`src/rtl/reg_dump_unit_if.sv`:
```
// Bundles the dump request, register-file read port and output stream of reg_dump_unit.
// The master modport is the dump unit; the slave modport is its environment.
interface reg_dump_unit_if #(
  parameter int DATA_W = 16,
  parameter int AW     = 3
);
  logic              start;
  logic [AW-1:0]     first_reg;
  logic [AW-1:0]     last_reg;
  logic [AW-1:0]     rf_raddr;
  logic [DATA_W-1:0] rf_rdata;
  logic              out_valid;
  logic              out_ready;
  logic [AW-1:0]     out_addr;
  logic [DATA_W-1:0] out_data;
  logic              out_last;
  logic              busy;
  logic              done;

  modport master (
    input  start, first_reg, last_reg, rf_rdata, out_ready,
    output rf_raddr, out_valid, out_addr, out_data, out_last, busy, done
  );

  modport slave (
    output start, first_reg, last_reg, rf_rdata, out_ready,
    input  rf_raddr, out_valid, out_addr, out_data, out_last, busy, done
  );
endinterface

```
`src/rtl/reg_dump_unit.sv`:
```
// Streams an inclusive, wrapping range of register-file entries as (addr, data, last)
// words over a valid/ready handshake, one READ bubble per word.
module reg_dump_unit #(
  parameter int DATA_W   = 16,
  parameter int NUM_REGS = 8
) (
  input  logic             clk,
  input  logic             reset,
  reg_dump_unit_if.master  bus
);
  localparam int AW = (NUM_REGS > 1) ? $clog2(NUM_REGS) : 1;

  localparam logic [1:0] IDLE = 2'd0;
  localparam logic [1:0] READ = 2'd1;
  localparam logic [1:0] SEND = 2'd2;
  localparam logic [1:0] DONE = 2'd3;

  logic [1:0]        state;
  logic [AW-1:0]     idx;
  logic [AW-1:0]     last_idx;
  logic [AW-1:0]     idx_next;
  logic              out_valid_q;
  logic [AW-1:0]     out_addr_q;
  logic [DATA_W-1:0] out_data_q;
  logic              out_last_q;

  // Index advance wraps explicitly so non-power-of-two register counts stay in range.
  always_comb begin
    idx_next = idx + AW'(1);
    if (idx == AW'(NUM_REGS - 1)) idx_next = '0;
  end

  always_ff @(posedge clk or negedge reset) begin
    if (!reset) begin
      state       <= IDLE;
      idx         <= '0;
      last_idx    <= '0;
      out_valid_q <= 1'b0;
      out_addr_q  <= '0;
      out_data_q  <= '0;
      out_last_q  <= 1'b0;
    end else begin
      case (state)
        IDLE: begin
          if (bus.start) begin
            idx      <= bus.first_reg;
            last_idx <= bus.last_reg;
            state    <= READ;
          end
        end
        READ: begin
          out_data_q  <= bus.rf_rdata;
          out_addr_q  <= idx;
          out_last_q  <= (idx == last_idx);
          out_valid_q <= 1'b1;
          state       <= SEND;
        end
        SEND: begin
          if (bus.out_ready) begin
            out_valid_q <= 1'b0;
            if (idx == last_idx) begin
              out_last_q <= 1'b0;
              state      <= DONE;
            end else begin
              idx   <= idx_next;
              state <= READ;
            end
          end
        end
        DONE: begin
          state <= IDLE;
        end
        default: begin
          state <= IDLE;
        end
      endcase
    end
  end

  assign bus.rf_raddr  = idx;
  assign bus.out_valid = out_valid_q;
  assign bus.out_addr  = out_addr_q;
  assign bus.out_data  = out_data_q;
  assign bus.out_last  = out_last_q;
  assign bus.busy      = (state == READ) || (state == SEND);
  assign bus.done      = (state == DONE);
endmodule

```
`src/flat_wrapper.sv`:
```
// flat-port wrapper written by rule: the top's interface ports become plain ports
module reg_dump_unit_flat 
#(
  parameter int DATA_W   = 16,
  parameter int NUM_REGS = 8
)
  (clk, reset, bus_start, bus_first_reg, bus_last_reg, bus_rf_rdata, bus_out_ready, bus_rf_raddr, bus_out_valid, bus_out_addr, bus_out_data, bus_out_last, bus_busy, bus_done);
  reg_dump_unit_if #(.DATA_W(DATA_W), .AW(3)) bus_i ();
  input  logic clk;
  input  logic reset;
  input wire logic [$bits(bus_i.start)-1:0] bus_start;
  input wire logic [$bits(bus_i.first_reg)-1:0] bus_first_reg;
  input wire logic [$bits(bus_i.last_reg)-1:0] bus_last_reg;
  input wire logic [$bits(bus_i.rf_rdata)-1:0] bus_rf_rdata;
  input wire logic [$bits(bus_i.out_ready)-1:0] bus_out_ready;
  output wire logic [$bits(bus_i.rf_raddr)-1:0] bus_rf_raddr;
  output wire logic [$bits(bus_i.out_valid)-1:0] bus_out_valid;
  output wire logic [$bits(bus_i.out_addr)-1:0] bus_out_addr;
  output wire logic [$bits(bus_i.out_data)-1:0] bus_out_data;
  output wire logic [$bits(bus_i.out_last)-1:0] bus_out_last;
  output wire logic [$bits(bus_i.busy)-1:0] bus_busy;
  output wire logic [$bits(bus_i.done)-1:0] bus_done;
  assign bus_i.start = bus_start;
  assign bus_i.first_reg = bus_first_reg;
  assign bus_i.last_reg = bus_last_reg;
  assign bus_i.rf_rdata = bus_rf_rdata;
  assign bus_i.out_ready = bus_out_ready;
  assign bus_rf_raddr = bus_i.rf_raddr;
  assign bus_out_valid = bus_i.out_valid;
  assign bus_out_addr = bus_i.out_addr;
  assign bus_out_data = bus_i.out_data;
  assign bus_out_last = bus_i.out_last;
  assign bus_busy = bus_i.busy;
  assign bus_done = bus_i.done;
  reg_dump_unit #(.DATA_W(DATA_W), .NUM_REGS(NUM_REGS)) u_core (.clk(clk), .reset(reset), .bus(bus_i));
endmodule
```
`config.mk`:
```
export PLATFORM = sky130hd
export DESIGN_NAME = reg_dump_unit_flat
export DESIGN_NICKNAME = d
export VERILOG_FILES = /design/src/rtl/reg_dump_unit_if.sv /design/src/rtl/reg_dump_unit.sv /design/src/flat_wrapper.sv
export SDC_FILE = /design/constraint.sdc
export NUM_CORES = 1
export LEC_CHECK = 0
export CORE_MARGIN = 1.5
export CORE_UTILIZATION = 45
export CTS_BUF_LIST = sky130_fd_sc_hd__clkbuf_16
export CTS_CLUSTER_DIAMETER = 60
export DETAILED_ROUTE_END_ITERATION = 12
export DONT_BUFFER_PORTS = 1
export PLACE_DENSITY = 0.68
export SLEW_MARGIN = 20
export SYNTH_ARGS = -nofsm -noshare
export SYNTH_HDL_FRONTEND = slang
export SYNTH_SLANG_ARGS = --single-unit
```
`constraint.sdc`:
```
create_clock -name clk -period 1.6 [get_ports clk]
set_input_delay 0.32 -clock clk [delete_from_list [all_inputs] [get_ports clk]]
set_output_delay 0.32 -clock clk [all_outputs]
set_load 0.005 [all_outputs]
```
==> qor.yml <==
status: "finished, final reports clean"
hold_path_class: "input port to flop"
htreeDepth: 2
portBuffers: 0
drive_gt1_share_pct: 34.6
tritoncts: "built"
dr_wl_met3_um: 187
hold_viol: 0
synth_cell_types: 28
antenna_found_initial: 0
placed_area_um2: 1340
maxCapViolations: 0
reg2reg_from: "u_core.bus.rf_raddr[0]"
multi_input_area_um2: 528
cp.depth: 4
path_class: "flop to flop"
first_pass_iters: 3
grt_pass1_vias: 855
synth_edf_count: 0
wl_per_cell_um: 16.6
p_leak_nw: 0.645
ys_top_cells_by_area: "dfrtp_1 57%, mux2_2 19%, ha_1 5.9%"
tightest_slew_ns: 0.330
period_share_pct: 95.1
netlist_instances: 94
drc: 0
slew_headroom_pct: 77.9
cts_root_buf: "clkbuf_16"
syn-cell-area_um2: 1280
clock.fmax_mhz: 657
p_sw_share_pct: 32.0
cts_buffers: 5
finalSetupViolCount: 0
cpPeakStageDelay_ns: 0.49
gp_congestion: 0.770
routed_wl_um: 2240
fp.dieH_um: 56.3
wl_met2_um: 1200
fin_crit_ns: 1.52
drt_iter0_markers: 11
crit_arrival_ns: 1.70
area_delta_synth_final_pct: 18.7
crit_slowest_cell: "or4_1"
ys_ff_latch: 29
synth.most_common_cell: "dfrtp_1"
hp-start: "bus_out_ready"
yosysWarnings: 0
combPwrFrac_pct: 34.1
grt_pass1_wl_um: 3640
grt_max_degree: 30
critPathRequiredTime_ns: 1.78
rsz0062_at_grt: "no"
drv_slew: 0
grt_util_all_layers_pct: 15.4
clock_latency_ns: 0.27
cpMostUsedCell: "ha_1"
power_frac_seq_pct: 41.0
async_flop_share_pct: 100
power_density_nw_per_um2: 2240
utilization_pct: 55.5
ir_worst_vdd_uv: 1430
wl_met1_um: 810
diodes: 0
yosysSeqAreaShare_pct: 56.8
critPathLaunchType: "flop"
synth_ff_type: "dfrtp_1"
setup_tns_ns: 0
syn-num-nets: 126
top_layer: "met4"
dp.final_hpwl_um: 1660
cts_sinks: 29
path_cells: "ha_1, ha_1, or4_1, o211ai_1"
n_fill_cell: 232
worstSetupStartpoint: "u_core.bus.rf_raddr[0]"
fin_skew_ns: 0.00313
cp-end-kind: "flop"
power_frac_clock_pct: 24.9
viasPerCell: 5.78
min_path_cells: 1
crit_buf_inv: 0
p_sw_mw: 1.09
p_int_mw: 2.31
avgSynthCellArea_um2: 13.6
rows: 19
die_x_um: 56.3
dieArea_um2: 3170
clk_pin_slew_ns: 0.05
synth.cells.most_frequent: "29 x dfrtp_1, 21 x mux2_2, 6 x ha_1"
ioPinCount: 52
grt-ovfl-total: 0
synth_area_leader_cell: "dfrtp_1"
critPathMaxFanout: 6
register_area_um2: 727
antenna_left: 0
postLayoutCellArea_um2: 1520
fin_nets: 135
synth_top_cell_area_share_pct: 56.8
crit_family: "simple AND/OR/NAND/NOR gates"
ff2ff_path_depth: 4
core_area_um2: 2730
clockBufferDepth: 2
num_vias: 780
start_util_pct: 46.7
==> worst reg2reg max path, stage by stage (launching register included) <==
cell and delay, ns:
dfrtp_1 0.45, ha_1 0.24, ha_1 0.17, or4_1 0.49, o211ai_1 0.09
==> final cells by class <==
| type | instances | area share, % |
|---|---|---|
| Clock buffer | 5 | 8.25 |
| Clock inverter | 3 | 0.908 |
| Inverter | 5 | 1.24 |
| Multi-Input combinational cell | 57 | 34.8 |
| Sequential cell | 29 | 47.9 |
| Tap cell | 31 | 2.56 |
| Timing Repair Buffer | 5 | 4.29 |
==> power by group through the flow <==
| stage | Sequential (mW) | Combinational (mW) | Clock (mW) |
|---|---|---|---|
| floorplan | 1.34 | 0.889 | 0 |
| global placement | 1.40 | 1.08 | 0 |
| detailed placement | 1.42 | 1.14 | 0 |
| CTS | 1.40 | 1.16 | 0.879 |
| global route | 1.44 | 1.30 | 0.910 |
| finish | 1.40 | 1.16 | 0.845 |
==> flip-flops by register name, indices dropped and copies added, names as in the netlist <==
register              flops
u_core.bus.out_valid      1
u_core.last_idx           3
u_core.bus.out_addr       3
u_core.bus.out_last       1
u_core.bus.out_data      16
u_core.state              2
u_core.bus.rf_raddr       3
==> metrics by stage <==
step | power [mW] | worst slack (ns) | std cells | hold WS (ns)
6_report | 3.40 | 0.0782 | 135 | 0.161
5_1_grt | 3.65 | 0.00399 | 135 | 0.174
4_1_cts | 3.45 | 0.0562 | 135 | 0.154
3_5_place_dp | 2.55 | 0.0682 | 125 | 0.0250
3_3_place_gp | 2.48 | 0.120 | 125 | 0.0250
2_1_floorplan | 2.23 | 0.0971 | 94 | 0.0244
==> path summary, 6_finish.rpt <==
| path | to | slack, ns |
|---|---|---|
| max in group asynchronous | u_core.bus.rf_raddr[2] | 0.94 |
| min in group asynchronous | u_core.bus.out_data[13] | 0.49 |
| max | u_core.bus.rf_raddr[0] | 0.08 |
| min reg2reg | u_core.bus.out_data[7] | 0.52 |
| min | u_core.bus.out_last | 0.16 |
| max reg2reg | u_core.bus.rf_raddr[0] | 0.08 |
==> cells in the final DEF, fill, tap and decap left out, types with 2 or more instances in the layout <==
cell type and instances:
clkinv_2 2, buf_12 2, ha_1 5, clkbuf_16 5, nand2_1 2, xor2_1 3, or3_1 2, a21oi_1 3
o221a_1 2, inv_1 6, buf_4 2, dfrtp_1 28, mux2_2 21
==> metal layers <==
metal	GRT usage, %	vias to the layer above
li1	-	356
met1	15.3	377
met2	26.7	41
met3	6.91	6
met4	8.16	0
met5	0	-
==> cell families (layout without fill, tap and decap cells) <==
logic type                 count (synthesis)  after routing  share of synthesized area (%)
and+or+nand+nor                           13             13                           5.78
buffers and inverters                      8             18                           2.35
DFF                                       29             29                           56.8
AOI/OAI and AO/OA                         13             13                           7.74
adders and majority gates                  6              6                           5.88
xor gates and xnor gates                   3              3                           2.06
muxes                                     22             22                           19.4
==> repair_timing <==
| item | in CTS | in global routing |
|---|---|---|
| setup buffers | 0 | 0 |
| hold buffers | 2 | 0 |
| endpoints found under the setup margin | 0 | 3 |
| resized for setup | 0 | 3 |
| hold endpoints to repair | 29 | 0 |
(Power assumes the default switching activity.)
